==> src/rtl/dcsk_chip_mapper.sv <==
// rtl/dcsk_chip_mapper.sv - DCSK chip mapper: chaos reference half plus replayed information half
//
// Purpose:
//   Sits directly behind the TX chip counter. During the reference half of a
//   bit it pops chaos samples, forwards them and stores them in a small
//   reference buffer. During the information half it replays that buffer,
//   unchanged for a 1 bit or negated with saturation for a 0 bit.
//
// Ports:
//   i_clk, i_rst          clock, synchronous active-high reset
//   i_spreading_factor    0=SF2, 1=SF4, 2=SF8, 3=SF16 (half-bit length 2<<sf)
//   i_sending             chip counter busy; a chip is produced each such cycle
//   i_chip_index          chip index within the current bit
//   i_msb                 0 = reference half, 1 = information half
//   i_load_bit            last chip of the current bit (informational only)
//   i_data_bit            data bit, valid at chip index 0
//   o_bit_consumed        1-cycle pulse after i_data_bit was latched
//   i_chaos_data/valid    head of the chaos FIFO and its non-empty flag
//   o_chaos_rd            combinational pop strobe
//   o_chip/o_chip_valid   registered output chip stream
//   o_underflow           sticky: FIFO empty when a reference sample was needed
//   o_sf_err              sticky: spreading factor changed in the middle of a bit
//   i_clr_err             clears both sticky flags (wins over a same-cycle set)

module dcsk_chip_mapper #(
  parameter int CHIP_W   = 8,
  parameter int MAX_HALF = 16
) (
  input  logic              i_clk,
  input  logic              i_rst,
  input  logic [1:0]        i_spreading_factor,
  input  logic              i_sending,
  input  logic [4:0]        i_chip_index,
  input  logic              i_msb,
  input  logic              i_load_bit,
  input  logic              i_data_bit,
  output logic              o_bit_consumed,
  input  logic [CHIP_W-1:0] i_chaos_data,
  input  logic              i_chaos_valid,
  output logic              o_chaos_rd,
  output logic [CHIP_W-1:0] o_chip,
  output logic              o_chip_valid,
  output logic              o_underflow,
  output logic              o_sf_err,
  input  logic              i_clr_err
);

  localparam int AW = $clog2(MAX_HALF);
  localparam logic [CHIP_W-1:0] MOST_NEG = {1'b1, {(CHIP_W-1){1'b0}}};
  localparam logic [CHIP_W-1:0] MOST_POS = ~MOST_NEG;

  logic [CHIP_W-1:0] r_ref [MAX_HALF];
  logic              r_bit;
  logic [1:0]        r_sf;

  logic [4:0]        w_half_len;
  logic [4:0]        w_half_mask;
  logic [AW-1:0]     w_lo;
  logic              w_start;
  logic              w_bit;
  logic              w_ref_phase;
  logic [CHIP_W-1:0] w_sample;
  logic [CHIP_W-1:0] w_ref_rd;
  logic [CHIP_W-1:0] w_neg;
  logic [CHIP_W-1:0] w_chip_next;
  logic              w_sf_mismatch;
  logic              w_unused_load_bit;

  // The chip counter wraps the index itself; i_load_bit carries no extra state here.
  assign w_unused_load_bit = i_load_bit;

  // Datapath always follows the live SF so addressing matches the chip counter.
  assign w_half_len  = 5'd2 << i_spreading_factor;
  assign w_half_mask = w_half_len - 5'd1;
  assign w_lo        = AW'(i_chip_index & w_half_mask);

  assign w_start     = i_sending && (i_chip_index == 5'd0);
  // Chip 0 sees the live data bit, before r_bit has been updated.
  assign w_bit       = w_start ? i_data_bit : r_bit;
  assign w_ref_phase = i_sending && !i_msb;

  // An empty FIFO contributes a zero chip, both now and in its replay.
  assign w_sample    = i_chaos_valid ? i_chaos_data : '0;
  assign w_ref_rd    = r_ref[w_lo];
  // Negating the most negative value would wrap to itself; clamp it instead.
  assign w_neg       = (w_ref_rd == MOST_NEG) ? MOST_POS : -w_ref_rd;
  assign w_chip_next = w_ref_phase ? w_sample : (w_bit ? w_ref_rd : w_neg);

  assign w_sf_mismatch = i_sending && (i_chip_index != 5'd0) &&
                         (i_spreading_factor != r_sf);

  // No pop during a reset cycle so the FIFO is not drained by an aborted bit.
  assign o_chaos_rd = w_ref_phase && i_chaos_valid && !i_rst;

  // Reference buffer contents are don't-care after reset, so it has no reset.
  always_ff @(posedge i_clk) begin
    if (!i_rst && w_ref_phase) begin
      r_ref[w_lo] <= w_sample;
    end
  end

  always_ff @(posedge i_clk) begin
    if (i_rst) begin
      r_bit          <= 1'b0;
      r_sf           <= 2'd0;
      o_bit_consumed <= 1'b0;
      o_chip         <= '0;
      o_chip_valid   <= 1'b0;
      o_underflow    <= 1'b0;
      o_sf_err       <= 1'b0;
    end else begin
      o_chip_valid   <= i_sending;
      o_chip         <= i_sending ? w_chip_next : '0;
      o_bit_consumed <= w_start;

      if (w_start) begin
        r_bit <= i_data_bit;
        r_sf  <= i_spreading_factor;
      end

      if (i_clr_err) begin
        o_underflow <= 1'b0;
      end else if (w_ref_phase && !i_chaos_valid) begin
        o_underflow <= 1'b1;
      end

      if (i_clr_err) begin
        o_sf_err <= 1'b0;
      end else if (w_sf_mismatch) begin
        o_sf_err <= 1'b1;
      end
    end
  end

endmodule
==> config.mk <==
export PLATFORM = sky130hd
export DESIGN_NAME = dcsk_chip_mapper
export DESIGN_NICKNAME = d
export VERILOG_FILES = /design/src/rtl/dcsk_chip_mapper.sv
export SDC_FILE = /design/constraint.sdc
export NUM_CORES = 1
export LEC_CHECK = 0
export CAP_MARGIN = 10
export CORE_UTILIZATION = 63
export CTS_CLUSTER_DIAMETER = 60
export DETAILED_ROUTE_END_ITERATION = 7
export PLACE_DENSITY_LB_ADDON = 0.05
export SETUP_SLACK_MARGIN = 0.4
export SYNTH_ARGS = -nofsm -noshare
export SYNTH_HDL_FRONTEND = slang
export SYNTH_SLANG_ARGS = --single-unit
export TNS_END_PERCENT = 1
==> constraint.sdc <==
create_clock -name i_clk -period 6.6 [get_ports i_clk]
set_input_delay 1.32 -clock i_clk [delete_from_list [all_inputs] [get_ports i_clk]]
set_output_delay 1.32 -clock i_clk [all_outputs]
set_load 0.03 [all_outputs]
==> impl_metrics.tcl <==
set metrics [dict create \
    placementRows 34 \
    first_global_vias 3261 \
    synth_most_common_cell "edfxtp_1" \
    tns_ns 0 \
    pin_count 36 \
    die_h_um 97.71 \
    die_area_um2 9546 \
    die-width_um 97.71 \
    cp.required_ns 5.28 \
    yosys_warnings 0 \
    cts_setup_buffers 0 \
    synth_top_area_share_pct 66.61 \
    dpl.hpwl_mm 7.238 \
    grt_max_degree 40 \
    r2r_cells 9 \
    insertedDiodeCount 0 \
    vdd_drop_max_mv 0.2806 \
    slew_headroom_pct 21.37 \
    cts-buffers-inserted 17 \
    cp_max_fo 11 \
    clock_skew_ns 0.009599 \
    worstReg2RegEnd "o_chip[7]" \
    crit_end "o_chaos_rd" \
    p_leak_nw 2.085 \
    nFillCells 497 \
    num_vias 3254 \
    r2r_slack_ns 3.82 \
    htreeDepth 4 \
    clk_pin_slew_worst_paths_ns 0.06 \
    syn_nets 351 \
    wl_mm 12.32 \
    regToRegStartpoint "r_ref[12][0]" \
    startpoint "i_rst" \
    drtIter0Drc 327 \
    start_util_pct 65.53 \
    yosysTopAreaCell "edfxtp_1" \
    async_flop_share_pct 0 \
    hp-class "reg -> reg" \
    status "complete, but fails checks" \
    area_delta_synth_final_pct 17.91 \
    core_um2 8806 \
    grtUsageTotal_pct 28.20 \
    critPathCaptureType "output pin" \
    yosysSeqAreaShare_pct 71.81 \
    rsz0062_at_grt "no" \
    grt_antenna_before_repair 0 \
    holdBufCountCts 0 \
    avgRoutedWirePerCell_um 24.94 \
    gp_congestion 0.8110 \
    root_buffer "clkbuf_8" \
    powerDensity_nw_per_um2 307.4 \
    crit_type "in -> out" \
    synth_compound_area_share_pct 5.507 \
    slew_violations 0 \
    postRouteAntennaNets 0 \
    finalInstanceArea_um2 6804 \
    synthCells 327 \
    grt_pass1_wl_mm 18.98 \
    drive_above_1_share_pct 19.17 \
    first_pass_iters 7 \
    yosys-mux-area-fraction_pct 12.90 \
    cts_tree "built" \
    cts.sinks 143 \
    drc 18 \
    synth_area_um2 5771 \
    yosys.area_share.simple_pct 6.483 \
    synth-edff-count 128 \
    synth_area_leaders "edfxtp_1 (67%), mux4_2 (11%), dfxtp_1 (5.2%)" \
    setup_viol 0 \
    fin_crit_sh_pct 67.29 \
    crit_arrival_ns 3.12 \
    synthAdderAreaFrac_pct 0.2168 \
    ys_ff_latch 143 \
    worst_pin_slew_ns 1.170 \
    cts.path.max_buffers 2 \
    clk_latency_ns 0.53 \
    netlist-cell-type-count 47 \
    synth_common_cells "edfxtp_1 (128), mux4_2 (28), nor2_1 (27), nand2_1 (19), dfxtp_1 (15)" \
    fin_crit_ns 4.441 \
    grt_overflow 0 \
    max_cap_viol_count 0 \
    synthFlopType "edfxtp_1" \
    synthXorXnorAreaFrac_pct 1.062 \
    fin_nets 397 \
    holdWs_ns 0.5236 \
    synth_top_family_by_area "multiplexers" \
    fmax_mhz 225.2 \
    dpl_cell_area_um2 6196 \
    final-hold-violation-count 0 \
    cp-start-kind "input port" \
    postCtsResizedCells 0 \
    drt-vias-per-instance 6.587 \
    syn_area_per_cell_um2 17.65 \
    violations "DRC" \
    port_buffers 34 \
]
[state kept, by name, summed over array words and instances, names as in the netlist]
register,count
o_chip,8
o_underflow,1
r_bit,1
o_chip_valid,1
o_bit_consumed,1
r_sf,2
o_sf_err,1
r_ref,128
[how the worst min path moves through the flow]
| stage | start | to | slack (ns) | cells past startpoint |
|---|---|---|---|---|
| detailed placement | o_sf_err | o_sf_err | 0.52 | 2 |
| floorplan | r_sf[0] | r_sf[0] | 0.49 | 2 |
| CTS | o_sf_err | o_sf_err | 0.53 | 2 |
| finish | o_sf_err | o_sf_err | 0.52 | 2 |
| global placement | r_sf[1] | r_sf[1] | 0.50 | 2 |
| global route | r_sf[1] | r_sf[1] | 0.56 | 2 |
[where the power goes]
group | leakage (nW) | internal [mW] | total (mW) | switching (mW)
combinational | 0.675 | 0.0515 | 0.132 | 0.0802
clock | 0.281 | 0.581 | 0.964 | 0.382
sequential | 1.13 | 0.994 | 0.996 | 0.00229
total | 2.09 | 1.63 | 2.09 | 0.465
[per-layer routing]
metal  up-vias  routed length, µm  track usage [%]
met4         0                386            11.89
met2       178               6014            43.64
met3        31               1083            7.194
met5         -                  0                0
met1      1640               4839            38.90
li1       1405                  -                -
[critical path, stage by stage]
cell and delay, ns:
clkdlybuf4s50_1 0.51, nand2b_1 0.38, nor3_1 0.21, clkdlybuf4s50_1 0.70
[placed cells by master (no fill, tap or decap), drive strengths merged, types with 3 or more instances in the layout]
cell and n:
dfxtp 15, clkinvlp 4, a211oi 6, o21ai 4, clkbuf 17, clkdlybuf4s50 33
a22oi 9, buf 9, a32oi 3, nor3 13, nand2 19, and2 8
mux4 30, nor2 27, a21oi 4, nand3 3, clkinv 3, inv 12
xnor2 5, bufinv 3, edfxtp 128, mux2i 5
[cells by family (layout without fill, tap and decap cells)]
family          count (synthesis)  count (layout)
compound gates                 40              40
xor+xnor                        7               7
fa+ha+maj                       1               1
buf+inv                        22              81
flops                         143             143
mux                            36              36
simple gates                   78              78
[final cells by class]
| type | instances | area, µm² | share of cell area, % |
|---|---|---|---|
| Sequential cell | 143 | 4144 | 60.90 |
| Multi-Input combinational cell | 162 | 1510 | 22.20 |
| Clock buffer | 17 | 414.1 | 6.087 |
| Timing Repair Buffer | 42 | 390.4 | 5.737 |
| Clock inverter | 15 | 183.9 | 2.703 |
| Tap cell | 108 | 135.1 | 1.986 |
| Inverter | 7 | 26.28 | 0.3862 |
[stage by stage]
step	total power [mW]	utilization [%]	setup WS, ns	instances
after floorplan	1.099	-	2.793	327
after global placement	1.143	70.36	1.787	460
after detailed placement	1.145	70.36	1.724	460
after CTS	2.094	77.15	2.145	492
after global routing	2.146	77.27	1.954	494
final	2.092	77.27	2.159	494
Power figures use the tool's default switching activity.
